==> src/rtl/debounce_pkg.sv <==
// Shared FSM state type and default timing constants for the multi-channel debouncer.
// Defaults assume a 25 MHz clock.
package debounce_pkg;

  typedef enum logic {
    STABLE = 1'b0,
    COUNT  = 1'b1
  } state_t;

  // 10 ms settle window and 0.5 s long-press threshold at 25 MHz
  localparam int DEFAULT_TERMINAL_COUNT = 250000;
  localparam int DEFAULT_HOLD_COUNT     = 12500000;

  function automatic int cnt_width(input int terminal_count);
    return (terminal_count < 2) ? 1 : $clog2(terminal_count);
  endfunction

endpackage

==> src/rtl/debounce_ch.sv <==
// One debounce channel: 2-flop synchronizer, STABLE/COUNT FSM, settle counter and edge pulses.
// Long-press (hold) detection is built only when DEBOUNCE_HOLD_EN is defined.
module debounce_ch
  import debounce_pkg::*;
#(
  parameter int TERMINAL_COUNT = DEFAULT_TERMINAL_COUNT
`ifdef DEBOUNCE_HOLD_EN
  , parameter int HOLD_COUNT = DEFAULT_HOLD_COUNT
`endif
) (
  input  logic clk,
  input  logic reset_n,
  input  logic in,
  output logic out,
  output logic rise,
  output logic fall
`ifdef DEBOUNCE_HOLD_EN
  , output logic hold
`endif
);

  localparam int CNT_W = cnt_width(TERMINAL_COUNT);
  localparam logic [CNT_W-1:0] CNT_LAST = CNT_W'(TERMINAL_COUNT - 1);

  logic             sync_q1;
  logic             s;
  state_t           state;
  state_t           state_nxt;
  logic [CNT_W-1:0] cnt;
  logic [CNT_W-1:0] cnt_nxt;
  logic             out_q;
  logic             out_nxt;
  logic             rise_q;
  logic             rise_nxt;
  logic             fall_q;
  logic             fall_nxt;
  logic             differ;
  logic             terminal;

  always_ff @(posedge clk or negedge reset_n) begin
    if (!reset_n) begin
      sync_q1 <= 1'b0;
      s       <= 1'b0;
    end else begin
      sync_q1 <= in;
      s       <= sync_q1;
    end
  end

  assign differ   = s ^ out_q;
  assign terminal = (cnt == CNT_LAST);

  always_ff @(posedge clk or negedge reset_n) begin
    if (!reset_n) begin
      state  <= STABLE;
      cnt    <= '0;
      out_q  <= 1'b0;
      rise_q <= 1'b0;
      fall_q <= 1'b0;
    end else begin
      state  <= state_nxt;
      cnt    <= cnt_nxt;
      out_q  <= out_nxt;
      rise_q <= rise_nxt;
      fall_q <= fall_nxt;
    end
  end

  always_comb begin
    state_nxt = state;
    case (state)
      STABLE:  if (differ) state_nxt = COUNT;
      COUNT:   if (!differ || terminal) state_nxt = STABLE;
      default: state_nxt = STABLE;
    endcase
  end

  // Any return to STABLE, glitch or commit, leaves the counter at zero
  always_comb begin
    cnt_nxt  = '0;
    out_nxt  = out_q;
    rise_nxt = 1'b0;
    fall_nxt = 1'b0;
    if (state == COUNT && differ) begin
      if (terminal) begin
        out_nxt  = s;
        rise_nxt = s;
        fall_nxt = ~s;
      end else begin
        cnt_nxt = cnt + CNT_W'(1);
      end
    end else if (state == STABLE && differ) begin
      cnt_nxt = CNT_W'(1);
    end
  end

  assign out  = out_q;
  assign rise = rise_q;
  assign fall = fall_q;

`ifdef DEBOUNCE_HOLD_EN
  localparam int HOLD_W = $clog2(HOLD_COUNT + 1);
  localparam logic [HOLD_W-1:0] HOLD_LAST = HOLD_W'(HOLD_COUNT - 1);
  localparam logic [HOLD_W-1:0] HOLD_SAT  = HOLD_W'(HOLD_COUNT);

  logic [HOLD_W-1:0] hold_cnt;
  logic              hold_q;

  // Counter parks at HOLD_COUNT after the pulse so each press yields a single hold
  always_ff @(posedge clk or negedge reset_n) begin
    if (!reset_n) begin
      hold_cnt <= '0;
      hold_q   <= 1'b0;
    end else begin
      hold_q <= 1'b0;
      if (!out_q) begin
        hold_cnt <= '0;
      end else if (hold_cnt == HOLD_LAST) begin
        hold_cnt <= HOLD_SAT;
        hold_q   <= 1'b1;
      end else if (hold_cnt != HOLD_SAT) begin
        hold_cnt <= hold_cnt + HOLD_W'(1);
      end
    end
  end

  assign hold = hold_q;
`endif

endmodule

==> src/rtl/multi_debounce.sv <==
// N_CH independent debounce channels with rise/fall pulses.
// Define DEBOUNCE_HOLD_EN to add the per-channel long-press hold output.
module multi_debounce
  import debounce_pkg::*;
#(
  parameter int N_CH           = 4,
  parameter int TERMINAL_COUNT = DEFAULT_TERMINAL_COUNT,
  parameter int HOLD_COUNT     = DEFAULT_HOLD_COUNT
) (
  input  logic            clk,
  input  logic            reset_n,
  input  logic [N_CH-1:0] in,
  output logic [N_CH-1:0] out,
  output logic [N_CH-1:0] rise,
  output logic [N_CH-1:0] fall
`ifdef DEBOUNCE_HOLD_EN
  , output logic [N_CH-1:0] hold
`endif
);

  if (N_CH < 1 || N_CH > 32 || TERMINAL_COUNT < 2 || HOLD_COUNT < 1) begin : g_param_check
    $error("multi_debounce: illegal parameter set");
  end

  for (genvar i = 0; i < N_CH; i++) begin : g_ch
    debounce_ch #(
      .TERMINAL_COUNT(TERMINAL_COUNT)
`ifdef DEBOUNCE_HOLD_EN
      , .HOLD_COUNT(HOLD_COUNT)
`endif
    ) u_ch (
      .clk    (clk),
      .reset_n(reset_n),
      .in     (in[i]),
      .out    (out[i]),
      .rise   (rise[i]),
      .fall   (fall[i])
`ifdef DEBOUNCE_HOLD_EN
      , .hold (hold[i])
`endif
    );
  end

endmodule

==> config.mk <==
export PLATFORM = sky130hd
export DESIGN_NAME = multi_debounce
export DESIGN_NICKNAME = d
export VERILOG_FILES = /design/src/rtl/debounce_pkg.sv /design/src/rtl/debounce_ch.sv /design/src/rtl/multi_debounce.sv
export SDC_FILE = /design/constraint.sdc
export NUM_CORES = 1
export LEC_CHECK = 0
export CAP_MARGIN = 20
export CORE_ASPECT_RATIO = 1.1
export CORE_MARGIN = 2
export CORE_UTILIZATION = 34
export DETAILED_ROUTE_END_ITERATION = 8
export PLACE_DENSITY = 0.61
export SLEW_MARGIN = 20
export SYNTH_ARGS = -nofsm -noshare
export SYNTH_HDL_FRONTEND = slang
export SYNTH_HIERARCHICAL = 1
export SYNTH_SLANG_ARGS = --single-unit
export TNS_END_PERCENT = 10
==> constraint.sdc <==
create_clock -name clk -period 1.75 [get_ports clk]
set_input_delay 0.35 -clock clk [delete_from_list [all_inputs] [get_ports clk]]
set_output_delay 0.35 -clock clk [all_outputs]
set_load 0.01 [all_outputs]
==> reports/results.ini, run 1 <==
[outcome]
status=complete, but fails checks
violations=negative setup slack

[power]
power.density_mw_per_mm2=750.0
ir_worst_vdd_v=0.0004179
leakage_uw=0.002506
total_power_uw=4492

[flow_run]
drv_cap=0

[synth]
yosysWarningCount=6
synth.most_common_cell=dfrtp_1
synthTopCellsByCount=dfrtp_1, nor2_1, xnor2_1, nand3_1, nand4_1
netlist-cell-type-count=27
seq_area_frac_synth_pct=52.46
yosys.area.top_type=dfrtp_1
synth-seq-cells=96
synth_edf_count=0
async_reset_ff_share_pct=100.0
synth_nets=430
synth.avg_cell_area_sq_um=10.90
synthCells=420
synthTopCellsByArea=dfrtp_1, xnor2_1, nor2_1
ys.flop_type=dfrtp_1
synth_top_cell_area_share_pct=52.46
syn_area_sq_mm=0.004579

[placement]
placed_cells=661
hpwl_mm=6.870
placed_cell_area_sq_mm=0.005517
place_congestion=0.8863
io_buffer_count=17

[finish]
fin_nets=529
num_antenna_cells=0
area_delta_synth_final_pct=30.79
drive_gt1_share_pct=27.86
instances_no_fill=685
postLayoutCellArea_sq_mm=0.005989

[die]
die-area_sq_mm=0.01441
rows=44
core_sq_mm=0.01316
die_w_um=114.7
ios=18
start_util_pct=34.80
fp.dieH_um=125.7

[global_route]
grt_pass1_wl_mm=16.56
first_global_vias=3454
grt_overflow=0
grt_max_degree=40
grtUsageTotal_pct=14.28
grt_antenna_before_repair=0

[drt]
route.detailed.vias_per_inst=5.145
top_layer=met4
detail_route.wl_per_cell_um=14.46
dr_total_vias=3524
drt-met1-wl_mm=4.507
dr_wl_met2_mm=4.795
wl_met3_um=383
ant_nets=0
wl_mm=9.905
drt-initial-drc-count=161
drtPass1Iterations=4
drc=0

[clock_network]
clkSlewWorstSetupHoldPaths_ns=0.07
cts_tree=yes
clockBufferDepth=2
cts_buffers=9
htreeDepth=3
ctsRootBufferMaster=clkbuf_16
clock_latency_ns=0.34
cts_sinks=96
holdBufCountCts=0

[timing]
rsz0062_at_grt=true
final-hold-violation-count=0
finClkSkew_ns=0.008301
finalCritPeriodShare_pct=106.7
tightest_slew_ns=0.5678
min_period_ns=1.868
slew_headroom_pct=62.15
whs_ns=0.003371
max_freq_mhz=535.3
finalWorstSetupSlack_ns=-0.1181
drv_slew=0
setup_violations=25

[setup_path]
worstSetupPathType=reg2reg
cp_data_required_time_ns=1.98
ff2ff_setup_slack_ns=-0.12
reg2reg_to=g_ch[2].u_ch/out
endpoint_kind=flop
arrival_ns=2.10
timing.rr.start=g_ch[2].u_ch/cnt[5]
start_kind=flop
cp_max_fo=2
ff2ff_path_depth=4

[min_path]
hold_class=in2async

==> state kept, by name, summed over array words and instances (netlist names) <==
| name | cells |
|---|---|
| g_ch.u_ch/state | 4 |
| g_ch.u_ch/out | 4 |
| g_ch.u_ch/s | 4 |
| g_ch.u_ch/cnt | 72 |
| g_ch.u_ch/fall | 4 |
| g_ch.u_ch/sync_q1 | 4 |
| g_ch.u_ch/rise | 4 |
==> layout make-up <==
cell class / instances / area, sq um
timing repair buffer: 96 / 874.6
sequential: 96 / 2404
inverter: 4 / 15.01
clock buffer: 12 / 256.5
fill: 1209 / 7168
clock inverter: 4 / 52.55
multi-input combinational: 312 / 2186
tap: 161 / 201.4
==> layer usage <==
metal / vias to the layer above / GRT usage [%]
li1: 1707 / -
met1: 1733 / 19.29
met2: 69 / 22.00
met3: 15 / 2.791
met4: 0 / 6.887
met5: - / 0
==> worst max-delay path by stage <==
stage | startpoint | end | cells after the start
4_1_cts | g_ch[1].u_ch/cnt[8] | g_ch[1].u_ch/out | 4
3_5_place_dp | g_ch[3].u_ch/cnt[8] | g_ch[3].u_ch/out | 4
2_1_floorplan | g_ch[0].u_ch/cnt[8] | g_ch[0].u_ch/out | 4
5_1_grt | g_ch[2].u_ch/cnt[5] | g_ch[2].u_ch/out | 4
6_report | g_ch[2].u_ch/cnt[5] | g_ch[2].u_ch/out | 4
3_3_place_gp | g_ch[2].u_ch/cnt[8] | g_ch[2].u_ch/out | 4
==> stage by stage <==
step	setup slack, ns	util, %	TNS (ns)
final	-0.1181	45.52	-1.558
after CTS	-0.09810	44.36	-0.6555
after global placement	-0.04807	41.93	-0.1487
after global routing	-0.1678	45.52	-3.811
after detailed placement	-0.09075	41.93	-0.4544
after floorplan	-0.06197	-	-0.2479
==> layout by cell type, fill, tap and decap left out, drive strengths merged <==
cell | Yosys | routed
dfrtp | 96 | 96
buf | 8 | 79
nor2 | 72 | 72
xnor2 | 40 | 40
nand4 | 28 | 28
nand3 | 28 | 28
xor2 | 24 | 24
nor4 | 20 | 20
nand2 | 16 | 16
clkdlybuf4s50 | 0 | 15
clkbuf | 0 | 13
nor3 | 12 | 12
and3 | 12 | 12
and4 | 12 | 12
or4 | 8 | 8
and3b | 8 | 8
nand2b | 4 | 4
or3 | 4 | 4
inv | 4 | 4
a211oi | 4 | 4
o21a | 4 | 4
o21ba | 4 | 4
mux2 | 4 | 4
a21o | 4 | 4
ha | 4 | 4
clkinv | 0 | 3
bufinv | 0 | 1
dlygate4sd2 | 0 | 1
==> cell families after synthesis <==
family	count (synthesis)	synth area share [%]
AND/OR/NAND/NOR	224	27.65
flip-flops	96	52.46
XOR/XNOR	64	12.24
AO/OA/AOI/OAI	16	2.951
buffers and inverters	12	2.295
multiplexers	4	1.312
adder cells (fa/ha/maj)	4	1.093
==> power breakdown <==
part | internal (uW) | total, uW | switching, uW
combinational | 94.1 | 199 | 105
sequential | 2240 | 2260 | 19.9
clock | 1190 | 2030 | 839
==> timing repair <==
item,CTS,global route
gates resized for setup,3,19
setup endpoints to repair,38,71
pin swaps,9,8
buffers inserted,1,6
gates cloned,0,1
==> critical path: stages (launching register included) <==
cell and delay, ns:
dfrtp_1 0.39, or4_4 0.55, nor4_4 0.28, and3_4 0.24, mux2_4 0.29
Power figures use the tool's default switching activity.
==> run 2, diff against run 1 <==
--- a/config.mk
+++ b/config.mk
@@ -10,7 +10,7 @@
 export CORE_MARGIN = 2
 export CORE_UTILIZATION = 34
 export DETAILED_ROUTE_END_ITERATION = 8
-export PLACE_DENSITY = 0.61
+export PLACE_DENSITY = 0.55
 export SLEW_MARGIN = 20
 export SYNTH_ARGS = -nofsm -noshare
 export SYNTH_HDL_FRONTEND = slang
==> run 2 against run 1 <==
Net effect: the run still ends with negative setup slack left; worst setup slack improved by 0.053 ns; clock power decreased by 2%; first-iteration DRC count decreased by 1.9%; flip-flop and latch count unchanged; critical path type unchanged.
==> reports/results.ini, run 2 (synthesis results as in run 1) <==
[outcome]
status=complete, but fails checks  ; unchanged
violations=negative setup slack  ; unchanged

[min_path]
hold_start=g_ch[2].u_ch/sync_q1
hold_class=reg2reg  ; was in2async
hold_end=g_ch[2].u_ch/s
min_delay_path_depth=0

[placement]
hpwl_mm=6.925  ; was 6.870 mm
place_ws_ns=-0.07505  ; was -0.09075 ns
io_buffer_count=17  ; unchanged
placed_cell_area_sq_mm=0.005507  ; was 0.005517 sq mm
place_congestion=0.8625  ; was 0.8863

[drt]
route.detailed.vias_per_inst=4.997  ; was 5.145
drtPass1Iterations=4  ; unchanged
ant_nets=0  ; unchanged
wl_mm=9.568  ; was 9.905 mm
dr_total_vias=3398  ; was 3524
detail_route.wl_per_cell_um=14.07  ; was 14.46 um
drt-initial-drc-count=158  ; was 161
drc=0  ; unchanged

[timing]
min_period_ns=1.815  ; was 1.868 ns
finalWorstSetupSlack_ns=-0.06525  ; was -0.1181 ns
rsz0062_at_grt=true  ; unchanged
setup_violations=8  ; was 25
slew_headroom_pct=70.50  ; was 62.15%
final-hold-violation-count=0  ; unchanged
max_freq_mhz=550.9  ; was 535.3 MHz
finalCritPeriodShare_pct=103.7  ; was 106.7%
finClkSkew_ns=0.004720  ; was 0.008301 ns
drv_slew=0  ; unchanged
tightest_slew_ns=0.4425  ; was 0.5678 ns

[finish]
top_register=g_ch.u_ch/cnt  ; unchanged
drive_gt1_share_pct=25.82  ; was 27.86%
postLayoutCellArea_sq_mm=0.005883  ; was 0.005989 sq mm
largest_reg_flops=72  ; unchanged
fin_nets=524  ; was 529
num_antenna_cells=0  ; unchanged
most-common-layout-cells=dfrtp_1, nor2_1, buf_4  ; unchanged
final_common_cell=dfrtp_1  ; unchanged
area_delta_synth_final_pct=28.47  ; was 30.79%

[die]
core_sq_mm=0.01316  ; unchanged
fp.dieH_um=125.7  ; unchanged
start_util_pct=34.80  ; unchanged
ios=18  ; unchanged
die_w_um=114.7  ; unchanged
rows=44  ; unchanged
die-area_sq_mm=0.01441  ; unchanged

[setup_path]
ff2ff_path_depth=4  ; unchanged
arrival_ns=2.04  ; was 2.10 ns
ff2ff_setup_slack_ns=-0.07  ; was -0.12 ns
worstSetupPathType=reg2reg  ; unchanged
cp_max_fo=2  ; unchanged
cp_data_required_time_ns=1.98  ; about the same
endpoint_kind=flop  ; unchanged
timing.rr.start=g_ch[2].u_ch/cnt[8]  ; was g_ch[2].u_ch/cnt[5]
start_kind=flop  ; unchanged
reg2reg_to=g_ch[2].u_ch/out  ; unchanged

[global_route]
grtUsageTotal_pct=14.22  ; was 14.28%
grt_overflow=0  ; unchanged
first_global_vias=3427  ; was 3454
grt_antenna_before_repair=0  ; unchanged
grt_pass1_wl_mm=16.31  ; was 16.56 mm
grt_max_degree=37  ; was 40

[power]
ir_worst_vdd_v=0.0005539  ; was 0.0004179 V
leakage_uw=0.002465  ; was 0.002506 uW
power.density_mw_per_mm2=754.0  ; was 750.0 mW/mm^2

[clock_network]
ctsRootBufferMaster=clkbuf_16  ; unchanged
cts_setup_buffers=0  ; was 1
cts_sinks=96  ; unchanged
htreeDepth=3  ; unchanged
clockBufferDepth=2  ; unchanged
clkSlewWorstSetupHoldPaths_ns=0.07  ; about the same
cts_buffers=9  ; unchanged
clock_latency_ns=0.34  ; about the same
cts_tree=yes  ; unchanged

[flow_run]
drv_cap=0  ; unchanged

==> run 2: changes by cell type in the layout (fill, tap and decap cells not counted), sizes merged <==
cell,delta
buf,-5
clkbuf,-4
clkinvlp,+2
clkdlybuf4s50,+1
dlygate4sd2,-1
dlygate4sd3,+1
inv,+1
==> run 2: metrics by stage <==
stage	cells	utilization (%)	hold slack (ns)	TNS, ns	total power, uW
after CTS	680	44.25	0.3523	-0.4658	4504
after global routing	680	44.71	0.3563	-2.225	4644
after global placement	663	41.85	0.3318	-0.06256	2484
final	680	44.71	0.3507	-0.2484	4436
after detailed placement	663	41.85	0.3310	-0.4232	2486
after floorplan	420	-	0.05441	-0.2479	2368
==> run 2: repair_timing <==
| action | 4_1_cts | 5_1_grt |
|---|---|---|
| hold buffers | 1 | 0 |
| resized for setup | 0 | 11 |
| setup endpoints to repair | 29 | 66 |
| hold endpoints to repair | 25 | 0 |
| pin swaps | 7 | 5 |
==> run 2: critical path: stages, from the launching register on <==
cell     delay (ns)
dfrtp_1        0.38
or4_4          0.54
nor4_4         0.26
and3_4         0.23
mux2_4         0.29
==> run 2: layer usage <==
layer	wire (um)	vias to the layer above	GRT usage (%)
li1	-	1693	-
met1	4703	1623	19.73
met2	4387	74	21.89
met3	355	8	3.224
met4	121	0	5.022
met5	0	-	0
==> run 2: report_power, final <==
group / leakage, uW / internal, uW / switching, uW
clock network: 0.000142 / 1120 / 873
logic: 0.00102 / 78.3 / 99.5
registers: 0.00130 / 2240 / 21.0
total: 0.00246 / 3440 / 994
==> run 2: area by class of cell <==
cell class	instances	area, sq um
repair buffers	91	790.8
fillers	1224	7274
multi-input cells	312	2168
flip-flops and latches	96	2402
clock buffers	9	225.2
inverters	4	15.01
well taps	161	201.4
clock inverters	7	80.08
==> run 2: worst max path at each step <==
| stage | from | to | slack, ns | cells past startpoint |
|---|---|---|---|---|
| 6_report | g_ch[2].u_ch/cnt[8] | g_ch[2].u_ch/out | -0.07 | 4 |
| 3_3_place_gp | g_ch[3].u_ch/cnt[8] | g_ch[3].u_ch/out | -0.03 | 4 |
| 4_1_cts | g_ch[1].u_ch/cnt[5] | g_ch[1].u_ch/out | -0.06 | 4 |
| 5_1_grt | g_ch[1].u_ch/cnt[5] | g_ch[1].u_ch/out | -0.12 | 4 |
| 2_1_floorplan | g_ch[0].u_ch/cnt[8] | g_ch[0].u_ch/out | -0.06 | 4 |
| 3_5_place_dp | g_ch[1].u_ch/cnt[8] | g_ch[1].u_ch/out | -0.08 | 4 |
==> run 3, diff against run 2 <==
--- a/config.mk
+++ b/config.mk
@@ -5,11 +5,13 @@
 export SDC_FILE = /design/constraint.sdc
 export NUM_CORES = 1
 export LEC_CHECK = 0
+export ABC_AREA = 0
 export CAP_MARGIN = 20
 export CORE_ASPECT_RATIO = 1.1
 export CORE_MARGIN = 2
 export CORE_UTILIZATION = 34
 export DETAILED_ROUTE_END_ITERATION = 8
+export GPL_TIMING_DRIVEN = 0
 export PLACE_DENSITY = 0.55
 export SLEW_MARGIN = 20
 export SYNTH_ARGS = -nofsm -noshare
==> run 3 against run 2 <==
Net effect: the run still ends with negative setup slack left; sequential share of layout area grew 1.3 points; non-clock buffer count shrank 34; cell count shrank 5.1%; via count shrank 2.2%; largest cell class unchanged; largest power group unchanged; highest routed layer unchanged.
==> reports/results.ini, run 3 (synthesis results as in run 1) <==
[clock_network]
clock_latency_ns=0.34  ; about the same
cts_sinks=96  ; unchanged
cts_tree=yes  ; unchanged
ctsRootBufferMaster=clkbuf_16  ; unchanged
clockBufferDepth=2  ; unchanged
clkSlewWorstSetupHoldPaths_ns=0.06  ; was 0.07 ns
cts_buffers=9  ; unchanged
htreeDepth=3  ; unchanged

[drt]
drc=0  ; unchanged
wl_mm=9.536  ; was 9.568 mm
drtPass1Iterations=4  ; unchanged
dr_total_vias=3323  ; was 3398
route.detailed.vias_per_inst=5.152  ; was 4.997
drt-initial-drc-count=129  ; was 158
detail_route.wl_per_cell_um=14.78  ; was 14.07 um
ant_nets=0  ; unchanged

[setup_path]
start_kind=flop  ; unchanged
max_stage_delay_ns=0.51  ; was 0.54 ns
crit_chain=or4_4 -> nor4_4 -> and3_4 -> mux2_4  ; unchanged
arrival_ns=2.11  ; was 2.04 ns
cp_max_fo=7  ; was 2
cp_top_family=simple AND/OR/NAND/NOR gates  ; unchanged
critPathSlowestCell=or4_4  ; unchanged
crit_buf_inv=0  ; unchanged
cp_data_required_time_ns=1.98  ; about the same
endpoint_kind=flop  ; unchanged
worstSetupPathType=reg2reg  ; unchanged

[power]
switching_share_pct=20.50  ; was 22.40%
p_comb_share_pct=3.7  ; was 4.0%
leakage_uw=0.002302  ; was 0.002465 uW
power_switching_uw=937.6  ; was 993.5 uW
internal_power_uw=3635  ; was 3442 uW
power_frac_seq_pct=49.6  ; was 51.1%
ir_worst_vdd_v=0.0004374  ; was 0.0005539 V
power.density_mw_per_mm2=797.5  ; was 754.0 mW/mm^2
power.share.clock_pct=46.7  ; was 44.9%

[die]
core_sq_mm=0.01316  ; unchanged
start_util_pct=34.80  ; unchanged
die_w_um=114.7  ; unchanged
die-area_sq_mm=0.01441  ; unchanged
ios=18  ; unchanged
fp.dieH_um=125.7  ; unchanged
rows=44  ; unchanged

[timing]
tightest_slew_ns=0.3629  ; was 0.4425 ns
drv_slew=0  ; unchanged
max_freq_mhz=530.4  ; was 550.9 MHz
slew_headroom_pct=75.58  ; was 70.50%
whs_ns=0.3497  ; was 0.3507 ns
min_period_ns=1.885  ; was 1.815 ns
rsz0062_at_grt=true  ; unchanged
setup_violations=42  ; was 8
final-hold-violation-count=0  ; unchanged
finalWorstSetupSlack_ns=-0.1352  ; was -0.06525 ns
finClkSkew_ns=0.005549  ; was 0.004720 ns
finalCritPeriodShare_pct=107.7  ; was 103.7%
setup_tns_ns=-2.413  ; was -0.2484 ns

[min_path]
hold_class=reg2reg  ; unchanged

[outcome]
status=complete, but fails checks  ; unchanged
violations=negative setup slack  ; unchanged

[finish]
area_delta_synth_final_pct=25.22  ; was 28.47%
final_common_cell=dfrtp_1  ; unchanged
fillers=1248  ; was 1224
num_antenna_cells=0  ; unchanged
postLayoutCellArea_sq_mm=0.005734  ; was 0.005883 sq mm
drive_gt1_share_pct=24.38  ; was 25.82%
fin_nets=490  ; was 524
most-common-layout-cells=dfrtp_1, nor2_1, xnor2_1  ; was dfrtp_1, nor2_1, buf_4
largest_reg_flops=72  ; unchanged
top_register=g_ch.u_ch/cnt  ; unchanged

[placement]
place_congestion=0.8637  ; was 0.8625
hpwl_mm=6.001  ; was 6.925 mm
placed_cell_area_sq_mm=0.005030  ; was 0.005507 sq mm
io_buffer_count=17  ; unchanged
place_ws_ns=-0.1889  ; was -0.07505 ns

[flow_run]
drv_cap=0  ; unchanged

[global_route]
grt_antenna_before_repair=0  ; unchanged
grtUsageTotal_pct=14.11  ; was 14.22%
grt_pass1_wl_mm=16.39  ; was 16.31 mm
grt_max_degree=69  ; was 37
first_global_vias=3378  ; was 3427
grt_overflow=0  ; unchanged

==> run 3: changes by cell type in the layout (fill, tap and decap cells not counted), sizes merged <==
cell / previous run / this run
dlymetal6s2s: 0 / 1
inv: 5 / 4
clkinv: 3 / 1
bufinv: 1 / 2
clkinvlp: 2 / 0
clkbuf: 9 / 13
clkdlybuf4s50: 16 / 15
buf: 74 / 39
==> run 3: stage by stage <==
stage | total power [uW] | std cells | utilization [%]
final | 4573 | 645 | 43.58
after global placement | 2446 | 598 | 38.01
after detailed placement | 2456 | 599 | 38.23
after floorplan | 2368 | 420 | -
after CTS | 4629 | 635 | 42.18
after global routing | 4771 | 645 | 43.58
==> run 3: power groups by stage <==
stage               logic [uW]  clock network, uW  registers, uW
floorplan                 63.2                  0           2300
global placement           134                  0           2310
detailed placement         145                  0           2310
CTS                        155               2210           2270
global route               190               2310           2270
finish                     167               2140           2270
==> run 3: worst paths after layout <==
kind,startpoint,endpoint,slack [ns],cells after the start
worst max-delay path,g_ch[3].u_ch/cnt[9],g_ch[3].u_ch/out,-0.14,4
worst min-delay path,g_ch[2].u_ch/sync_q1,g_ch[2].u_ch/s,0.35,0
worst max register to register,g_ch[3].u_ch/cnt[9],g_ch[3].u_ch/out,-0.14,4
worst min register to register,g_ch[2].u_ch/sync_q1,g_ch[2].u_ch/s,0.35,0
max in group asynchronous,reset_n,g_ch[3].u_ch/cnt[4],0.65,3
min in group asynchronous,reset_n,g_ch[2].u_ch/cnt[6],0.44,2
==> run 3: worst reg2reg max path, stage by stage, from the launching register on <==
cell	delay, ns
dfrtp_2	0.45
or4_4	0.51
nor4_4	0.27
and3_4	0.24
mux2_4	0.29
==> run 3: per-layer routing <==
layer	global-route usage, %	routed length, um	vias to the layer above
met5	0	0	-
met4	3.945	74	0
met3	3.994	329	4
met2	22.35	4644	40
met1	18.94	4488	1658
li1	-	-	1621
==> run 3: what timing repair did <==
action	4_1_cts	5_1_grt
pin swaps	21	7
resized for setup	17	24
hold buffers	1	0
buffers inserted	20	9
endpoints found under the hold margin	28	0
endpoints found under the setup margin	57	76
cloned	1	1
==> run 3: layout make-up <==
cell class,instances,area (sq um),share of cell area (%)
tap,161,201.4,3.513
sequential,96,2416,42.13
clock inverter,3,65.06,1.135
inverter,4,15.01,0.2618
buffer,7,95.09,1.658
timing repair buffer,50,473.0,8.248
multi-input combinational,312,2212,38.58
clock buffer,12,256.5,4.473
